`src/rtl/uart_rx_path_if.sv`:
```
// Core-facing side of the UART receive path: FIFO read port plus receive status.
interface uart_rx_path_if;
  logic       read_en;
  logic [7:0] data_out;
  logic       rx_fifo_empty;
  logic       rx_fifo_full;
  logic       rx_active_flag;
  logic       rx_done_flag;
  logic [2:0] error_flag;
  logic       overrun_flag;

  modport master (
    output read_en,
    input  data_out, rx_fifo_empty, rx_fifo_full,
    input  rx_active_flag, rx_done_flag, error_flag, overrun_flag
  );

  modport slave (
    input  read_en,
    output data_out, rx_fifo_empty, rx_fifo_full,
    output rx_active_flag, rx_done_flag, error_flag, overrun_flag
  );
endinterface

```
`src/rtl/uart_rx_path.sv`:
```
// UART receive datapath: RX synchronizer, x OVS baud tick generator, bit-level
// receive FSM with parity/start/stop checks, and a first-word-fall-through FIFO.
module uart_rx_path #(
  parameter int CLK_FREQ   = 50_000_000,
  parameter int FIFO_DEPTH = 8,
  parameter int OVS        = 16
) (
  input  logic       clock,
  input  logic       reset_n,
  input  logic [1:0] parity_type,
  input  logic [1:0] baud_rate,
  input  logic       RX,
  uart_rx_path_if.slave core
);

  localparam int DIV0 = CLK_FREQ / (2400  * OVS);
  localparam int DIV1 = CLK_FREQ / (4800  * OVS);
  localparam int DIV2 = CLK_FREQ / (9600  * OVS);
  localparam int DIV3 = CLK_FREQ / (19200 * OVS);
  localparam int DW   = $clog2(DIV0 + 1);
  localparam int TW   = $clog2(OVS);
  localparam int AW   = $clog2(FIFO_DEPTH);

  localparam logic [TW-1:0] T_A    = TW'(OVS/2 - 1);
  localparam logic [TW-1:0] T_B    = TW'(OVS/2);
  localparam logic [TW-1:0] T_MID  = TW'(OVS/2 + 1);
  localparam logic [TW-1:0] T_LAST = TW'(OVS - 1);

  typedef enum logic [2:0] {IDLE, START, DATA, PARITY, STOP} state_t;

  state_t        state;
  logic          rx_s1, rx_s2, rx_s3;
  logic          start_edge;
  logic [1:0]    baud_q, par_q;
  logic [DW-1:0] div_cnt, div_last;
  logic          tick;
  logic [TW-1:0] tick_cnt;
  logic          s_a, s_b, maj;
  logic          mid_tick, end_tick;
  logic [2:0]    bit_cnt;
  logic [7:0]    shreg;
  logic          par_err;
  logic          rx_active, rx_done;
  logic [2:0]    err_q;

  logic [7:0]    mem [FIFO_DEPTH];
  logic [AW:0]   wptr, rptr;
  logic          empty, full, wr_req, wr_ok, pop_ok, overrun;

  // Two-flop synchronizer plus one history flop for falling-edge detection.
  always_ff @(posedge clock or negedge reset_n) begin
    if (!reset_n) {rx_s3, rx_s2, rx_s1} <= 3'b111;
    else          {rx_s3, rx_s2, rx_s1} <= {rx_s2, rx_s1, RX};
  end

  assign start_edge = rx_s3 & ~rx_s2;

  always_comb begin
    div_last = '0;
    case (baud_q)
      2'b00:   div_last = DW'(DIV0 - 1);
      2'b01:   div_last = DW'(DIV1 - 1);
      2'b10:   div_last = DW'(DIV2 - 1);
      default: div_last = DW'(DIV3 - 1);
    endcase
  end

  assign tick = (div_cnt == div_last);

  always_ff @(posedge clock or negedge reset_n) begin
    if (!reset_n)                         div_cnt <= '0;
    else if ((state == IDLE) && start_edge) div_cnt <= '0;
    else if (tick)                        div_cnt <= '0;
    else                                  div_cnt <= div_cnt + 1'b1;
  end

  assign mid_tick = tick && (tick_cnt == T_MID);
  assign end_tick = tick && (tick_cnt == T_LAST);
  assign maj      = (s_a & s_b) | (s_a & rx_s2) | (s_b & rx_s2);

  always_ff @(posedge clock or negedge reset_n) begin
    if (!reset_n) begin
      state     <= IDLE;
      baud_q    <= 2'b00;
      par_q     <= 2'b00;
      tick_cnt  <= '0;
      s_a       <= 1'b0;
      s_b       <= 1'b0;
      bit_cnt   <= 3'd0;
      shreg     <= 8'h00;
      par_err   <= 1'b0;
      rx_active <= 1'b0;
      rx_done   <= 1'b0;
      err_q     <= 3'b000;
    end else begin
      rx_done <= 1'b0;
      if (state != IDLE && tick) begin
        tick_cnt <= (tick_cnt == T_LAST) ? '0 : tick_cnt + 1'b1;
        if (tick_cnt == T_A) s_a <= rx_s2;
        if (tick_cnt == T_B) s_b <= rx_s2;
      end
      case (state)
        IDLE: if (start_edge) begin
          state     <= START;
          rx_active <= 1'b1;
          baud_q    <= baud_rate;
          par_q     <= parity_type;
          tick_cnt  <= '0;
          bit_cnt   <= 3'd0;
          par_err   <= 1'b0;
        end
        START: begin
          if (mid_tick && maj) begin
            state     <= IDLE;
            rx_active <= 1'b0;
            rx_done   <= 1'b1;
            err_q     <= 3'b010;
          end else if (end_tick) begin
            state <= DATA;
          end
        end
        DATA: begin
          if (mid_tick) shreg <= {maj, shreg[7:1]};
          if (end_tick) begin
            bit_cnt <= bit_cnt + 3'd1;
            if (bit_cnt == 3'd7) state <= (^par_q) ? PARITY : STOP;
          end
        end
        PARITY: begin
          // par_q[0] is 1 for odd: an odd frame needs XOR(data, parity) = 1.
          if (mid_tick) par_err <= (^shreg) ^ maj ^ par_q[0];
          if (end_tick) state <= STOP;
        end
        STOP: if (mid_tick) begin
          // Close the frame at mid-stop so a back-to-back start edge is not missed.
          state     <= IDLE;
          rx_active <= 1'b0;
          rx_done   <= 1'b1;
          err_q     <= {~maj, 1'b0, par_err};
        end
        default: state <= IDLE;
      endcase
    end
  end

  assign empty  = (wptr == rptr);
  assign full   = (wptr[AW] != rptr[AW]) && (wptr[AW-1:0] == rptr[AW-1:0]);
  assign pop_ok = core.read_en & ~empty;
  assign wr_req = rx_done & (err_q == 3'b000);
  assign wr_ok  = wr_req & (~full | pop_ok);

  always_ff @(posedge clock or negedge reset_n) begin
    if (!reset_n) begin
      for (int i = 0; i < FIFO_DEPTH; i++) mem[i] <= 8'h00;
      wptr    <= '0;
      rptr    <= '0;
      overrun <= 1'b0;
    end else begin
      if (wr_ok) begin
        mem[wptr[AW-1:0]] <= shreg;
        wptr              <= wptr + 1'b1;
      end
      if (pop_ok) rptr <= rptr + 1'b1;
      if (wr_req && !wr_ok) overrun <= 1'b1;
      else if (pop_ok)      overrun <= 1'b0;
    end
  end

  assign core.data_out       = mem[rptr[AW-1:0]];
  assign core.rx_fifo_empty  = empty;
  assign core.rx_fifo_full   = full;
  assign core.rx_active_flag = rx_active;
  assign core.rx_done_flag   = rx_done;
  assign core.error_flag     = err_q;
  assign core.overrun_flag   = overrun;

endmodule

```
`src/flat_wrapper.sv`:
```
// flat-port wrapper written by rule: the top's interface ports become plain ports
module uart_rx_path_flat 
#(
  parameter int CLK_FREQ   = 50_000_000,
  parameter int FIFO_DEPTH = 8,
  parameter int OVS        = 16
)
  (clock, reset_n, parity_type, baud_rate, RX, core_read_en, core_data_out, core_rx_fifo_empty, core_rx_fifo_full, core_rx_active_flag, core_rx_done_flag, core_error_flag, core_overrun_flag);
  uart_rx_path_if core_i ();
  input  logic clock;
  input  logic reset_n;
  input  logic [1:0] parity_type;
  input  logic [1:0] baud_rate;
  input  logic RX;
  input wire logic [$bits(core_i.read_en)-1:0] core_read_en;
  output wire logic [$bits(core_i.data_out)-1:0] core_data_out;
  output wire logic [$bits(core_i.rx_fifo_empty)-1:0] core_rx_fifo_empty;
  output wire logic [$bits(core_i.rx_fifo_full)-1:0] core_rx_fifo_full;
  output wire logic [$bits(core_i.rx_active_flag)-1:0] core_rx_active_flag;
  output wire logic [$bits(core_i.rx_done_flag)-1:0] core_rx_done_flag;
  output wire logic [$bits(core_i.error_flag)-1:0] core_error_flag;
  output wire logic [$bits(core_i.overrun_flag)-1:0] core_overrun_flag;
  assign core_i.read_en = core_read_en;
  assign core_data_out = core_i.data_out;
  assign core_rx_fifo_empty = core_i.rx_fifo_empty;
  assign core_rx_fifo_full = core_i.rx_fifo_full;
  assign core_rx_active_flag = core_i.rx_active_flag;
  assign core_rx_done_flag = core_i.rx_done_flag;
  assign core_error_flag = core_i.error_flag;
  assign core_overrun_flag = core_i.overrun_flag;
  uart_rx_path #(.CLK_FREQ(CLK_FREQ), .FIFO_DEPTH(FIFO_DEPTH), .OVS(OVS)) u_core (.clock(clock), .reset_n(reset_n), .parity_type(parity_type), .baud_rate(baud_rate), .RX(RX), .core(core_i));
endmodule
```
`config.mk`:
```
export PLATFORM = sky130hd
export DESIGN_NAME = uart_rx_path_flat
export DESIGN_NICKNAME = d
export VERILOG_FILES = /design/src/rtl/uart_rx_path_if.sv /design/src/rtl/uart_rx_path.sv /design/src/flat_wrapper.sv
export SDC_FILE = /design/constraint.sdc
export NUM_CORES = 1
export LEC_CHECK = 0
export BUFFER_PORTS_ARGS = -buffer_cell sky130_fd_sc_hd__buf_2
export CAP_MARGIN = 15
export CORE_ASPECT_RATIO = 0.9
export CORE_MARGIN = 4
export CORE_UTILIZATION = 62
export DETAILED_ROUTE_END_ITERATION = 7
export GPL_TIMING_DRIVEN = 0
export PLACE_DENSITY = 0.81
export SYNTH_ARGS = -nofsm -noshare
export SYNTH_HDL_FRONTEND = slang
export SYNTH_SLANG_ARGS = --single-unit
```
`constraint.sdc`:
```
create_clock -name clock -period 3.1 [get_ports clock]
set_input_delay 0.31 -clock clock [delete_from_list [all_inputs] [get_ports clock]]
set_output_delay 0.31 -clock clock [all_outputs]
set_load 0.02 [all_outputs]
```
==> results of run 1 <==
[logic make-up (layout without fill, tap and decap cells)]
kind of cell,Yosys count,after routing,share of synthesized area (%)
multiplexers,101,101,23.41
AO/OA/AOI/OAI,32,32,4.151
flip-flops,117,117,50.65
adder cells (fa/ha/maj),13,13,2.767
buffers and inverters,32,91,2.724
XOR/XNOR,35,35,5.296
AND/OR/NAND/NOR,114,114,11.00
[flip-flops by register name, summed over array words and instances, names as in the netlist]
name and count:
u_core.rx_s3 1, u_core.par_q 2, u_core.tick_cnt 4, u_core.core.rx_done_flag 1, u_core.core.rx_active_flag 1, u_core.par_err 1, u_core.shreg 8, u_core.wptr 4
u_core.rx_s1 1, u_core.bit_cnt 3, u_core.s_a 1, u_core.core.error_flag 3, u_core.rx_s2 1, u_core.div_cnt 11, u_core.state 3, u_core.mem 64
u_core.rptr 4, u_core.core.overrun_flag 1, u_core.baud_q 2, u_core.s_b 1
[cell type report]
cell class / instances / share of cell area [%]
Tap cell: 122 / 2.273
Multi-Input combinational cell: 295 / 40.19
Clock inverter: 9 / 1.882
Clock buffer: 22 / 6.894
Inverter: 8 / 0.4472
Timing Repair Buffer: 28 / 2.758
Buffer: 24 / 1.900
Sequential cell: 117 / 43.66
[report_power, final]
group | total, mW | switching (mW) | internal [mW]
Combinational | 0.713 | 0.418 | 0.295
Sequential | 1.74 | 0.113 | 1.62
Clock | 1.94 | 0.660 | 1.28
Total | 4.39 | 1.19 | 3.20
[repair_timing]
item	CTS	global route
gates resized for setup	0	0
endpoints found under the hold margin	56	0
hold buffers	4	0
[per-layer routing]
layer / vias up / track usage [%]
li1: 1678 / -
met1: 1867 / 34.17
met2: 106 / 37.59
met3: 17 / 8.306
met4: 0 / 6.807
met5: - / 0
[synthesized netlist by cell type (2+ instances only)]
master,count,area (um^2)
buf_6,4,45.04
mux2_4,10,150.1
nor2_4,2,22.52
xor2_1,16,140.1
nor3_1,2,10.01
nor2b_1,4,25.02
clkbuf_1,14,52.55
buf_2,6,30.03
and3_1,6,37.54
mux4_2,16,360.4
nand2b_1,3,18.77
a31o_2,2,17.52
a21oi_1,7,35.03
nand4_1,6,37.54
or3_1,2,12.51
nor2_2,2,12.51
dfrtp_1,114,2853
nand3b_2,2,22.52
ha_1,12,150.1
nand2_1,33,123.9
dfstp_2,3,78.83
o21ai_0,7,35.03
nand3_1,11,55.05
nor4_1,3,18.77
inv_1,8,30.03
nor2_1,23,86.33
xnor2_1,19,166.4
mux2_2,75,844.6
and2_1,4,25.02
a31oi_1,2,12.51
[worst max-delay path, stage by stage (launching register included)]
cell,delay (ns)
dfrtp_1,0.34
buf_2,0.34
clkbuf_1,0.58
mux4_2,0.41
mux2_2,0.30
buf_2,0.16
[worst paths after layout]
check                                  from          endpoint  slack (ns)  cells after the start
setup / recovery             u_core.rptr[1]  core_data_out[6]        0.15                      5
hold / removal                 baud_rate[1]  u_core.baud_q[1]        0.01                      3
setup reg to reg           u_core.baud_q[0]   u_core.shreg[0]        0.33                      8
hold reg to reg                u_core.rx_s1      u_core.rx_s2        0.37                      0
max in group asynchronous           reset_n      u_core.rx_s1        1.92                      3
min in group asynchronous           reset_n   u_core.state[1]        0.38                      2
[through the flow]
step / utilization, % / hold slack [ns]
6_report: 73.59 / 0.01365
5_1_grt: 73.59 / 0.004246
3_3_place_gp: 66.37 / 0.3628
3_5_place_dp: 66.69 / 0.3637
4_1_cts: 73.59 / 0.007376
2_1_floorplan: - / 0.01441
==> impl_metrics.yaml, run 1 <==
placement:
  hpwl_um: 7507
  dp_slack_ns: 0.3559
  dp_cells: 590
  gp_congestion: 0.8399
  placed_area_um2: 6086
  io_buffer_count: 23
global_route:
  antenna_found_initial: 0
  grt_pass1_wl_um: 20280
  grt_max_degree: 65
  grt_pass1_vias: 3952
  grtUsageTotal_pct: 24.70
  grt_overflow: 0
detailed_routing:
  routed_wl_um: 11960
  dr.pass1.iters: 4
  met2WireLength_um: 5746
  drc: 0
  postRouteAntennaNets: 0
  num_vias: 3668
  drt-initial-drc-count: 200
  routedLengthMet1_um: 5225
  routed.top_layer: "met4"
  vias_per_cell: 5.869
  met3_length_um: 821
  routedWlPerCell_um: 19.13
sta:
  maxSlewViolCount: 0
  max_slew.worst_pin.slew_ns: 0.9047
  period_needed_ns: 2.949
  fin_skew_ns: 0.006694
  setup_slack_ns: 0.1512
  final-setup-viol-count: 0
  finalHoldViolCount: 0
  clock.fmax_ghz: 0.3391
  rsz0062_at_grt: "false"
  setup-tns-final_ns: 0
  relSlewSlack_pct: 39.22
  finalCritPeriodShare_pct: 95.12
cells_and_area:
  multiInputGateArea_um2: 2699
  syn_to_final_growth_pct: 16.02
  final_common_cell: "dfrtp_1"
  ff_latch_area_um2: 2932
  layout_common_cells: "dfrtp_1, mux2_2, nand2_1"
  instances_no_fill: 625
  design_area_um2: 6715
  nets: 511
  antenna_cells: 0
  drive_gt1_share_pct: 36.78
  nFillCells: 602
logic_synthesis:
  synthCells: 444
  synthFlopType: "dfrtp_1"
  synth_edf_count: 0
  ys_ff_latch: 117
  synth_fp_nets: 464
  async_flop_share_pct: 100.0
  ys_seq_area_share_pct: 50.65
  synthesis.area_um2: 5788
  yosys_warnings: 0
  yosys.cell_types.count: 56
  syn_area_per_cell_um2: 13.04
cts:
  clockBufferDepth: 2
  cts_max_level: 4
  cts_made_buffers: 17
  clkTransAtPathRegs_ns: 0.06
  cts.sinks: 117
  cts_root_buf: "clkbuf_8"
  cts_tree: "yes"
  post_cts_buffers: 0
  clock_latency_ns: 0.51
critical_path:
  required_ns: 2.79
  start_kind: "register"
  crit_type: "register to primary output"
  cp_max_fo: 10
  crit_arrival_ns: 2.64
  critPathCaptureType: "primary output"
power:
  power.ir.vdd_worst_uv: 405.0
  power_mw: 4.386
  p_leak_nw: 3.246
  powerDensity_nw_per_um2: 653.2
floorplan:
  ios: 24
  start_util_pct: 63.43
  die_w_um: 109.8
  die-area_um2: 10950
  coreArea_um2: 9125
  die_y_um: 99.66
  num_rows: 33
status:
  status: "finished, final reports clean"
worst_hold_path:
  hold_path_class: "primary input to register"
run:
  maxCapViolations: 0
(Power assumes the default switching activity.)
==> run 2, diff against run 1 <==
--- a/config.mk
+++ b/config.mk
@@ -7,10 +7,10 @@
 export LEC_CHECK = 0
 export BUFFER_PORTS_ARGS = -buffer_cell sky130_fd_sc_hd__buf_2
 export CAP_MARGIN = 15
-export CORE_ASPECT_RATIO = 0.9
 export CORE_MARGIN = 4
 export CORE_UTILIZATION = 62
 export DETAILED_ROUTE_END_ITERATION = 7
+export GPL_ROUTABILITY_DRIVEN = 0
 export GPL_TIMING_DRIVEN = 0
 export PLACE_DENSITY = 0.81
 export SYNTH_ARGS = -nofsm -noshare
==> impl_metrics.yaml, run 2 (synthesis gave the netlist of run 1 again) <==
cts:
  cts.sinks: 117
  cts_made_buffers: 17
  clockBufferDepth: 2
  clkTransAtPathRegs_ns: 0.06
  cts_root_buf: "clkbuf_8"
  cts_max_level: 4
  postCtsResizedCells: 0
  clock_latency_ns: 0.52
  post_cts_buffers: 0
  cts_tree: "yes"
floorplan:
  start_util_pct: 65.10
  ios: 24
  num_rows: 34
  coreArea_um2: 8891
  die_w_um: 104.6
  die_y_um: 104.6
  die-area_um2: 10950
cells_and_area:
  syn_to_final_growth_pct: 16.19
  drive_gt1_share_pct: 37.23
  antenna_cells: 0
  final_common_cell: "dfrtp_1"
  top_regs: "u_core.mem (64), u_core.div_cnt (11), u_core.shreg (8)"
  layout_common_cells: "dfrtp_1, mux2_2, nand2_1"
  nets: 512
  regMostFlops: "u_core.mem"
  largest_reg_flops: 64
  nFillCells: 532
placement:
  io_buffer_count: 23
  hpwl_um: 7613
  dp_slack_ns: 0.4862
sta:
  setup-tns-final_ns: 0
  period_needed_ns: 2.989
  setup_slack_ns: 0.1109
  rsz0062_at_grt: "false"
  finalCritPeriodShare_pct: 96.42
  clock.fmax_ghz: 0.3346
  max_slew.worst_pin.slew_ns: 0.9018
  fin_skew_ns: 0.006650
  relSlewSlack_pct: 39.42
  finalHoldViolCount: 0
  final-setup-viol-count: 0
  maxSlewViolCount: 0
critical_path:
  crit-reg2reg-launch: "u_core.baud_q[0]"
  path_cells: "buf_2 -> clkbuf_1 -> mux4_2 -> mux2_2 -> buf_2"
  critPathCaptureType: "primary output"
  start_kind: "register"
  critPathBufInv: 3
  startpoint: "u_core.rptr[1]"
  crit_arrival_ns: 2.68
  critical-path-top-delay-family: "buffers and inverters"
  required_ns: 2.79
  cp_max_fo: 10
  critPathSlowestCell: "clkbuf_1"
  crit_type: "register to primary output"
  crit_top_cell: "buf_2"
  critPathMaxStageDelay_ns: 0.58
detailed_routing:
  routedWlPerCell_um: 20.65
  drc: 0
  num_vias: 3689
  postRouteAntennaNets: 0
  routed_wl_um: 12660
  vias_per_cell: 6.018
  dr.pass1.iters: 4
  drt-initial-drc-count: 198
run:
  maxCapViolations: 0
global_route:
  grt_overflow: 0
  top_usage_layer: "met2"
  grt_pass1_wl_um: 21090
  use_met1_pct: 32.27
  grt_max_degree: 62
  met3_usage_pct: 5.980
  antenna_found_initial: 0
  use_met2_pct: 41.56
  grt_pass1_vias: 3952
  grtUsageTotal_pct: 24.70
worst_hold_path:
  hold_start: "baud_rate[1]"
  hold_path_class: "primary input to register"
power:
  p_leak_nw: 3.256
  power.ir.vdd_worst_uv: 449.4
  powerDensity_nw_per_um2: 665.5
status:
  status: "finished, final reports clean"
-- run 2: cell count changes in the layout (fill, tap and decap cells not counted) --
cell           previous run  this run
inv_6                     0         7
clkbuf_1                 16        14
clkinv_4                  1         2
inv_8                     0         1
clkbuf_8                  4         1
clkinv_2                  4         1
dlygate4sd3_1             4         5
-- run 2: cell type report --
type	instances	area [um^2]	area share (%)
buffer	24	127.6	1.898
sequential	117	2932	43.59
timing repair buffer	29	195.2	2.902
tap	108	135.1	2.009
clock inverter	15	192.7	2.865
multi-input combinational	295	2699	40.13
inverter	8	30.03	0.4465
clock buffer	17	414.1	6.158
-- run 2: final timing paths --
check | end | slack, ns | cells past startpoint
worst max-delay path | core_data_out[6] | 0.11 | 5
worst min-delay path | u_core.baud_q[1] | 0.009 | 3
worst max register to register | u_core.shreg[3] | 0.37 | 8
worst min register to register | u_core.rx_s2 | 0.36 | 0
max in group asynchronous | u_core.rx_s1 | 1.93 | 3
min in group asynchronous | u_core.core.rx_active_flag | 0.41 | 2
-- run 2: metrics by stage --
step	area [um^2]	power, mW	util [%]	instances	hold WS [ns]
2_1_floorplan	5788	2.271	-	444	0.01441
3_3_place_gp	6038	2.412	67.91	575	0.3458
3_5_place_dp	6068	2.456	68.25	576	0.3507
4_1_cts	6725	4.481	75.64	613	0.004043
5_1_grt	6725	4.663	75.64	613	0.02504
6_report	6725	4.476	75.64	613	0.008707
-- run 2: layer usage --
layer	share of wire [%]	vias to the layer above	wire length (um)
li1	-	1673	-
met1	43	1887	5385
met2	51	111	6453
met3	4.8	18	605
met4	1.7	0	215
met5	0	-	0
-- run 2: timing repair --
action                     CTS  global route
hold buffers                 5             0
hold endpoints to repair    60             0
setup endpoints to repair    0             0
-- run 2: worst register-to-register path, stage by stage (launching register included) --
cell	delay [ns]
dfrtp_1	0.44
inv_1	0.10
ha_1	0.31
xor2_1	0.15
o221ai_1	0.15
nor4_1	0.52
nand2_1	0.13
nor2_2	0.41
mux2_2	0.41
-- run 2: power by group --
part	switching, mW	total [mW]	internal (mW)
Combinational	0.429	0.725	0.296
Sequential	0.115	1.74	1.62
Clock	0.767	2.01	1.25
